[config.mk]
export PLATFORM = sky130hd
export DESIGN_NAME = fetch_queue_unit
export DESIGN_NICKNAME = d
export VERILOG_FILES = /design/src/rtl/fetch_queue_unit.sv
export SDC_FILE = /design/constraint.sdc
export NUM_CORES = 1
export LEC_CHECK = 0
export CAP_MARGIN = 20
export CORE_MARGIN = 2
export CORE_UTILIZATION = 40
export CTS_CLUSTER_SIZE = 24
export DETAILED_ROUTE_END_ITERATION = 12
export PLACE_DENSITY = 0.7
export SETUP_SLACK_MARGIN = 0.02
export SYNTH_ARGS = -nofsm -noshare
export SYNTH_HDL_FRONTEND = slang
export SYNTH_SLANG_ARGS = --single-unit
[constraint.sdc]
create_clock -name clk -period 4.2 [get_ports clk]
set_clock_uncertainty 0.1 [all_clocks]
set_input_delay 0.42 -clock clk [delete_from_list [all_inputs] [get_ports clk]]
set_output_delay 0.42 -clock clk [all_outputs]
set_load 0.01 [all_outputs]
[src/rtl/fetch_queue_unit.sv]
// Instruction-fetch stage: a PC register prefetches into a small instruction queue
// that decode drains over valid/ready; a redirect flushes the queue and restarts fetch.
module fetch_queue_unit #(
    parameter int              XLEN     = 32,
    parameter logic [XLEN-1:0] RESET_PC = '0,
    parameter int              QDEPTH   = 4
) (
    input  logic                        clk,
    input  logic                        reset,
    input  logic                        fetch_en,
    output logic [XLEN-1:0]             imem_addr,
    input  logic [31:0]                 imem_data,
    input  logic                        redirect,
    input  logic [XLEN-1:0]             redirect_base,
    input  logic [XLEN-1:0]             redirect_offset,
    output logic                        out_valid,
    input  logic                        out_ready,
    output logic [31:0]                 out_instr,
    output logic [XLEN-1:0]             out_pc,
    output logic [$clog2(QDEPTH):0]     q_count
);

    localparam int PW = $clog2(QDEPTH);
    localparam int CW = PW + 1;

    logic [XLEN-1:0] fetch_pc;
    logic [XLEN-1:0] pc_mem    [QDEPTH];
    logic [31:0]     instr_mem [QDEPTH];
    logic [PW-1:0]   rd_ptr;
    logic [PW-1:0]   wr_ptr;
    logic [CW-1:0]   count;

    logic            push;
    logic            pop;
    logic [XLEN-1:0] target_sum;
    logic [XLEN-1:0] target;

    // Redirect targets are word aligned by clearing the two low address bits.
    assign target_sum = redirect_base + redirect_offset;
    assign target     = target_sum & ~XLEN'(3);

    assign out_valid = (count != '0);
    assign pop       = out_valid & out_ready & ~redirect;
    // A full queue still accepts a push when the head leaves in the same cycle.
    assign push      = fetch_en & ~redirect & ((count < CW'(QDEPTH)) | pop);

    assign imem_addr = fetch_pc;
    assign q_count   = count;
    assign out_instr = out_valid ? instr_mem[rd_ptr] : '0;
    assign out_pc    = out_valid ? pc_mem[rd_ptr]    : '0;

    // NOTE: sequential state uses non-blocking assignments so every register
    // samples the pre-edge values, independent of statement order.
    always_ff @(posedge clk) begin
        if (!reset) begin
            fetch_pc <= RESET_PC;
            rd_ptr   <= '0;
            wr_ptr   <= '0;
            count    <= '0;
        end else if (redirect) begin
            fetch_pc <= target;
            rd_ptr   <= '0;
            wr_ptr   <= '0;
            count    <= '0;
        end else begin
            if (push) begin
                wr_ptr   <= wr_ptr + PW'(1);
                fetch_pc <= fetch_pc + XLEN'(4);
            end
            if (pop)
                rd_ptr <= rd_ptr + PW'(1);
            case ({push, pop})
                2'b10:   count <= count + CW'(1);
                2'b01:   count <= count - CW'(1);
                default: count <= count;
            endcase
        end
    end

    // NOTE: queue storage is deliberately not reset; an entry is only read
    // after it has been written, and leaving it out keeps it a plain RAM.
    always_ff @(posedge clk) begin
        if (reset && push) begin
            pc_mem[wr_ptr]    <= fetch_pc;
            instr_mem[wr_ptr] <= imem_data;
        end
    end

endmodule

-- Word level (Yosys, flattened, before mapping)
Memories as Yosys holds them, arrays and structs flattened. A register that Yosys moved wholly into a read port is not among the register bits.
Cells that the tools add are included.
- register bits: 39
- bits in writable memories: 256
- word-level logic and storage cells: 39
- memories: 2
- output and inout bits: 100
- input bits: 101
- add/subtract/negate cells: 6
- reductions and logical operators: 5
- $lt $le $gt $ge: 1
- multiplexer cells: 11
- eq/ne operators: 2
- bitwise logic cells: 7
- memories (memory ; words ; bits a word ; read ports ; clocked after memory_dff ; wr ports ; line ; RTL):
    instr_mem ; 4 ; 32 ; 1 ; 1 ; 1 ; 28 ; logic [31:0] instr_mem [QDEPTH];
    pc_mem ; 4 ; 32 ; 1 ; 1 ; 1 ; 27 ; logic [XLEN-1:0] pc_mem [QDEPTH];
- operators with widths (cell ; number):
    $mux W32 ; 4
    $add A32 B3 Y32 const B ; 1
    $add A32 B32 Y32 ; 1
    $mux W2 ; 4
    $pmux W3 S2 ; 1
    $add A2 B1 Y2 const B ; 2
    $and A1 B1 Y1 ; 4
    $reduce_bool A2 Y1 ; 2
    $add A3 B1 Y3 const B ; 1
    $lt A3 B3 Y1 const B ; 1
    $reduce_bool A3 Y1 ; 1
    $sub A3 B1 Y3 const B ; 1
    $eq A2 B1 Y1 const B ; 1
    $eq A2 B2 Y1 const B ; 1
    $mux W1 ; 2
    $not A1 Y1 ; 2
    $reduce_or A2 Y1 ; 1
    $logic_and A1 B1 Y1 ; 1
    $or A1 B1 Y1 ; 1

-- Logic depth before layout (Yosys ltp)
- depth in word-level cells: 8
- gate-level depth with buffers: 12
- gate-level depth less buffers: 10

-- Worst setup path after synthesis
OpenSTA, ideal clock, no wires.
- kind: reg2reg
- start point: register count[2] (netlist: q_count[2])
- end point: memory instr_mem[1][0], enable pin
- path slack: 1.184 ns
- arrival time: 2.489 ns
- stages on the path, launching flop included: 7
- period minus slack after synthesis: 3.016 ns
- library setup time: 0.427 ns
- buffers on the path: 2
- data required time: 3.673 ns
- path through: dfxtp_1 > nor2b_4 > nor2b_2 > buf_4 > and2_4 > buf_6 > and3_1
- cells in the longest elaborated chain, start to end: 8
- elaborated cells on any way between the ends: 9
- those cells by class: order compare (1); mux (2); bitwise (4); reduce/logical (2)
- ends and longest elaborated chain (what ; line ; RTL):
    start, declared ; 31 ; logic [CW-1:0] count;
    start signal, assigned ; 73 ; 2'b10: count <= count + CW'(1);
    start signal, assigned ; 74 ; 2'b01: count <= count - CW'(1);
    start signal, assigned ; 75 ; default: count <= count;
    $reduce_bool A3 Y1 ; 42 ; assign out_valid = (count != '0);
    $and A1 B1 Y1 (2 in series) ; 43 ; assign pop = out_valid & out_ready & ~redirect;
    $or A1 B1 Y1 (*) ; 45 ; assign push = fetch_en & ~redirect & ((count < CW'(QDEPTH)) | pop);
    $and A1 B1 Y1 (*) ; 45 ;
    $logic_and A1 B1 Y1 (*) ; 83 ; if (reset && push) begin
    $mux W1 (*) ; 83 ;
    $mux W1 (implied by the code) (*) ; 85 ; instr_mem[wr_ptr] <= imem_data;
    end, declared ; 28 ;
Mark *: on every way between the ends. The rest lies on a longest branch, timed or not.

==> impl_results.md <==
* Status: complete, no violations
* Layout area overhead at 26.3%
* Die extent in x at ~190 um
* Startpoint type of the worst setup path: register
* Multiplexer share of the synthesized area at 11.0%
* Clk root buf: clkbuf_16
* Synth Area in Compound Gates at 6.97%
* H-tree Lvls at 1
* Initial DRT Pass Iterations at 5
* Syn avg cell area at between 10 and 15 um2
* Rel. slew slack at a little over a third
* Antenna-violating nets left at 0
* # rows at 66
* TritonCTS Buffers at 28
* Post-route DRC at 0
* RSZ-0062 raised after global routing: false
* Overall routing resource usage at 16.6%
* Sequential cell area fraction in the yosys report at a little over three fifths
* Ys async rst share at 0%
* Clk Latency, worst-skew pair at around 530 ps
* Metal3 WL at roughly 1500 um
* Clock buffer depth at 3
* DIE AREA at 34300 um2
* Fin crit period at roughly 3400 ps
* Gpl congestion at 0.872
* Via count at 8071
* Number of global-route vias before repair at roughly 7900
* DR vias/cell at approximately 5.2
* Die Y at around 190 um
* Number of synthesized flops with an enable pin at roughly 250
* Clock sinks at about 290
* Pwr Density at ~400 nW/um2
* Clock-pin slew on the worst setup and hold paths at ~70 ps
* XOR/XNOR share of the synthesized area at 3.54%
* Total Wirelength at approximately 29000 um
* # Post-CTS Setup Buffers at 0
* Metal-1 WL at ~13000 um
* Hold buffer count at cts at 0
* Post-DP HPWL at about 19000 um
* Final Setup Violations at 0
* Share of layout cells above drive strength 1 at between 10% and 20%
* Simple-gate share of the synthesized area at around a tenth
* Initial cell density of the core at a little over 40%
* Required @ worst endpoint at roughly 3700 ps
* Global-route wire length before repair at around 44000 um
* Final Total Pwr at 0.00656 W
* Crit-path cells: buf_4 > mux4_2 > nor2b_1 > clkdlybuf4s50_1
* Core Region at ~32000 um2
* Final period util at between 80% and 90%
* CP endpoint kind: output pin
* Cells after DPL at roughly 1500
* Final Hold Vio Count at 0
* Ys Warns at 0
* Worst Path Max Fanout at 28
* Gr ovfl total at 0
* # fillers at about 2700
* Slew @ Worst Pin at a little under 1000 ps
* Initial antenna violation count at 0
* Peak supply drop at 0.237 mV
* Crit Path Class: register to output pin
* Flops & latches, synth at approximately 290
* Initial DRC count at between 500 and 600
* Post-layout nets at ~1200
* CP max stage delay at ~730 ps
* Yosys cell types at 75
* Post-synth top flop: edfxtp_1
* Worst Hold Class: input pin to register
* Max Slew Vio Count at 0
* # Max-Cap Violations at 0
* Setup_tns at 0 ps
* DR top layer: met4
* Port-buffer cells at approximately 200
* Largest family of logic cells by synthesized area: multiplexers
* WL met2 at between 10000 and 15000 um
* Mapped Area at roughly 13000 um2
* Wire length per cell at roughly 18 um
* # IOs at 201
* Post-Synth Adder-Cell Area at 3.58%
* Final Util at between 50% and 60%
* Largest net degree at the start of global routing at 63
* Synthesized netlist cell count at just under 900
* CTS tree: built
* Crit path max-delay cell type: dfxtp_4
* Non-Filler Instances at between 1500 and 2000
* Worst EP arrival at between 2000 and 3000 ps
* FMAX at 294 MHz
* Static leakage at roughly 5.4 nW
* Post-cts resize count at 0
* Antenna diode count at 0
cells by family (layout without fill, tap and decap cells):
group | Yosys count | in the layout
mux | 66 | 66
xor+xnor | 53 | 53
other cells | 1 | 4
fa+ha+maj | 37 | 37
buf+inv | 70 | 284
simple gates | 236 | 236
flops | 287 | 287
compound gates | 139 | 139
worst paths after layout:
path                            cells after the start  slack, ps              end          start
worst max-delay path                                4        800       out_pc[27]       register
worst min-delay path                                1        410  instr_mem[3][8]   imem_data[8]
worst max register to register                      7       1440    imem_addr[29]  imem_addr[16]
worst min register to register                      2        440        rd_ptr[1]      rd_ptr[1]
sequential cells by signal, summed over array words and instances, names as in the netlist, named ones only:
name,cells
rd_ptr,2
pc_mem,120
instr_mem,128
imem_addr,30
wr_ptr,2
q_count,3
metal layers:
| metal | GRT usage (%) | up-vias |
|---|---|---|
| met1 | 22.7 | 3983 |
| met2 | 28.3 | 221 |
| li1 | - | 3831 |
| met5 | 0 | - |
| met3 | 2.22 | 36 |
| met4 | 3.62 | 0 |
report_power, final:
part	switching, W	internal (W)	total [W]
Combinational	0.000339	0.000354	0.000693
Sequential	0.0000903	0.00318	0.00327
Clock	0.00103	0.00157	0.00260
Total	0.00146	0.00510	0.00656
cells in the mapped netlist (19+ instances only):
cell type	n	area, um2
nand3_1	19	95.1
dfxtp_1	39	781
a21oi_1	40	200
nor2_1	47	176
xor2_1	20	175
ha_1	36	450
nor2b_1	64	400
nand2_1	37	139
inv_1	23	86.3
xnor2_1	33	289
edfxtp_1	248	7450
nand4_1	19	119
o21ai_0	25	125
mux4_2	62	1400
clkbuf_1	30	113
layout by cell type (no fill, tap or decap), types with 6 or more instances in the layout:
master           netlist  layout
nor3_1                12      11
a211oi_1              15      15
nand3_1               19      19
clkbuf_16              0      29
nand2_1               37      37
buf_4                  5       7
o22ai_1                6       6
nor2b_1               64      64
o21ai_0               25      25
a21o_1                11      11
clkbuf_1              30       7
nand4_1               19      19
xnor2_1               33      33
ha_1                  36      36
dfxtp_1               39      37
edfxtp_1             248     248
xor2_1                20      20
a21oi_1               40      40
o21a_1                 6       6
nor2_1                47      47
inv_1                 23      23
mux4_2                62      62
clkdlybuf4s50_1        0     196
critical path: cells and delay by family, from the launching register on:
kind / cells / cell delay (ps)
mux: 1 / 550
buf+inv: 2 / 910
flops: 1 / 730
simple gates: 1 / 150
area by class of cell:
class | instances | area (um2) | share of cell area, %
Sequential cell | 287 | 8240 | 49.7
Clock buffer | 36 | 752 | 4.54
Clock inverter | 15 | 208 | 1.25
Multi-Input combinational cell | 535 | 4620 | 27.9
Inverter | 25 | 98.8 | 0.596
Tap cell | 442 | 553 | 3.34
Timing Repair Buffer | 208 | 2110 | 12.8
stage by stage:
step,area (um2),hold slack [ps],setup slack [ps]
floorplan,13100,385,1180
global placement,15600,407,792
detailed placement,15600,415,746
CTS,16600,392,658
global route,16600,398,576
finish,16600,412,799
Power figures use the tool's default switching activity.
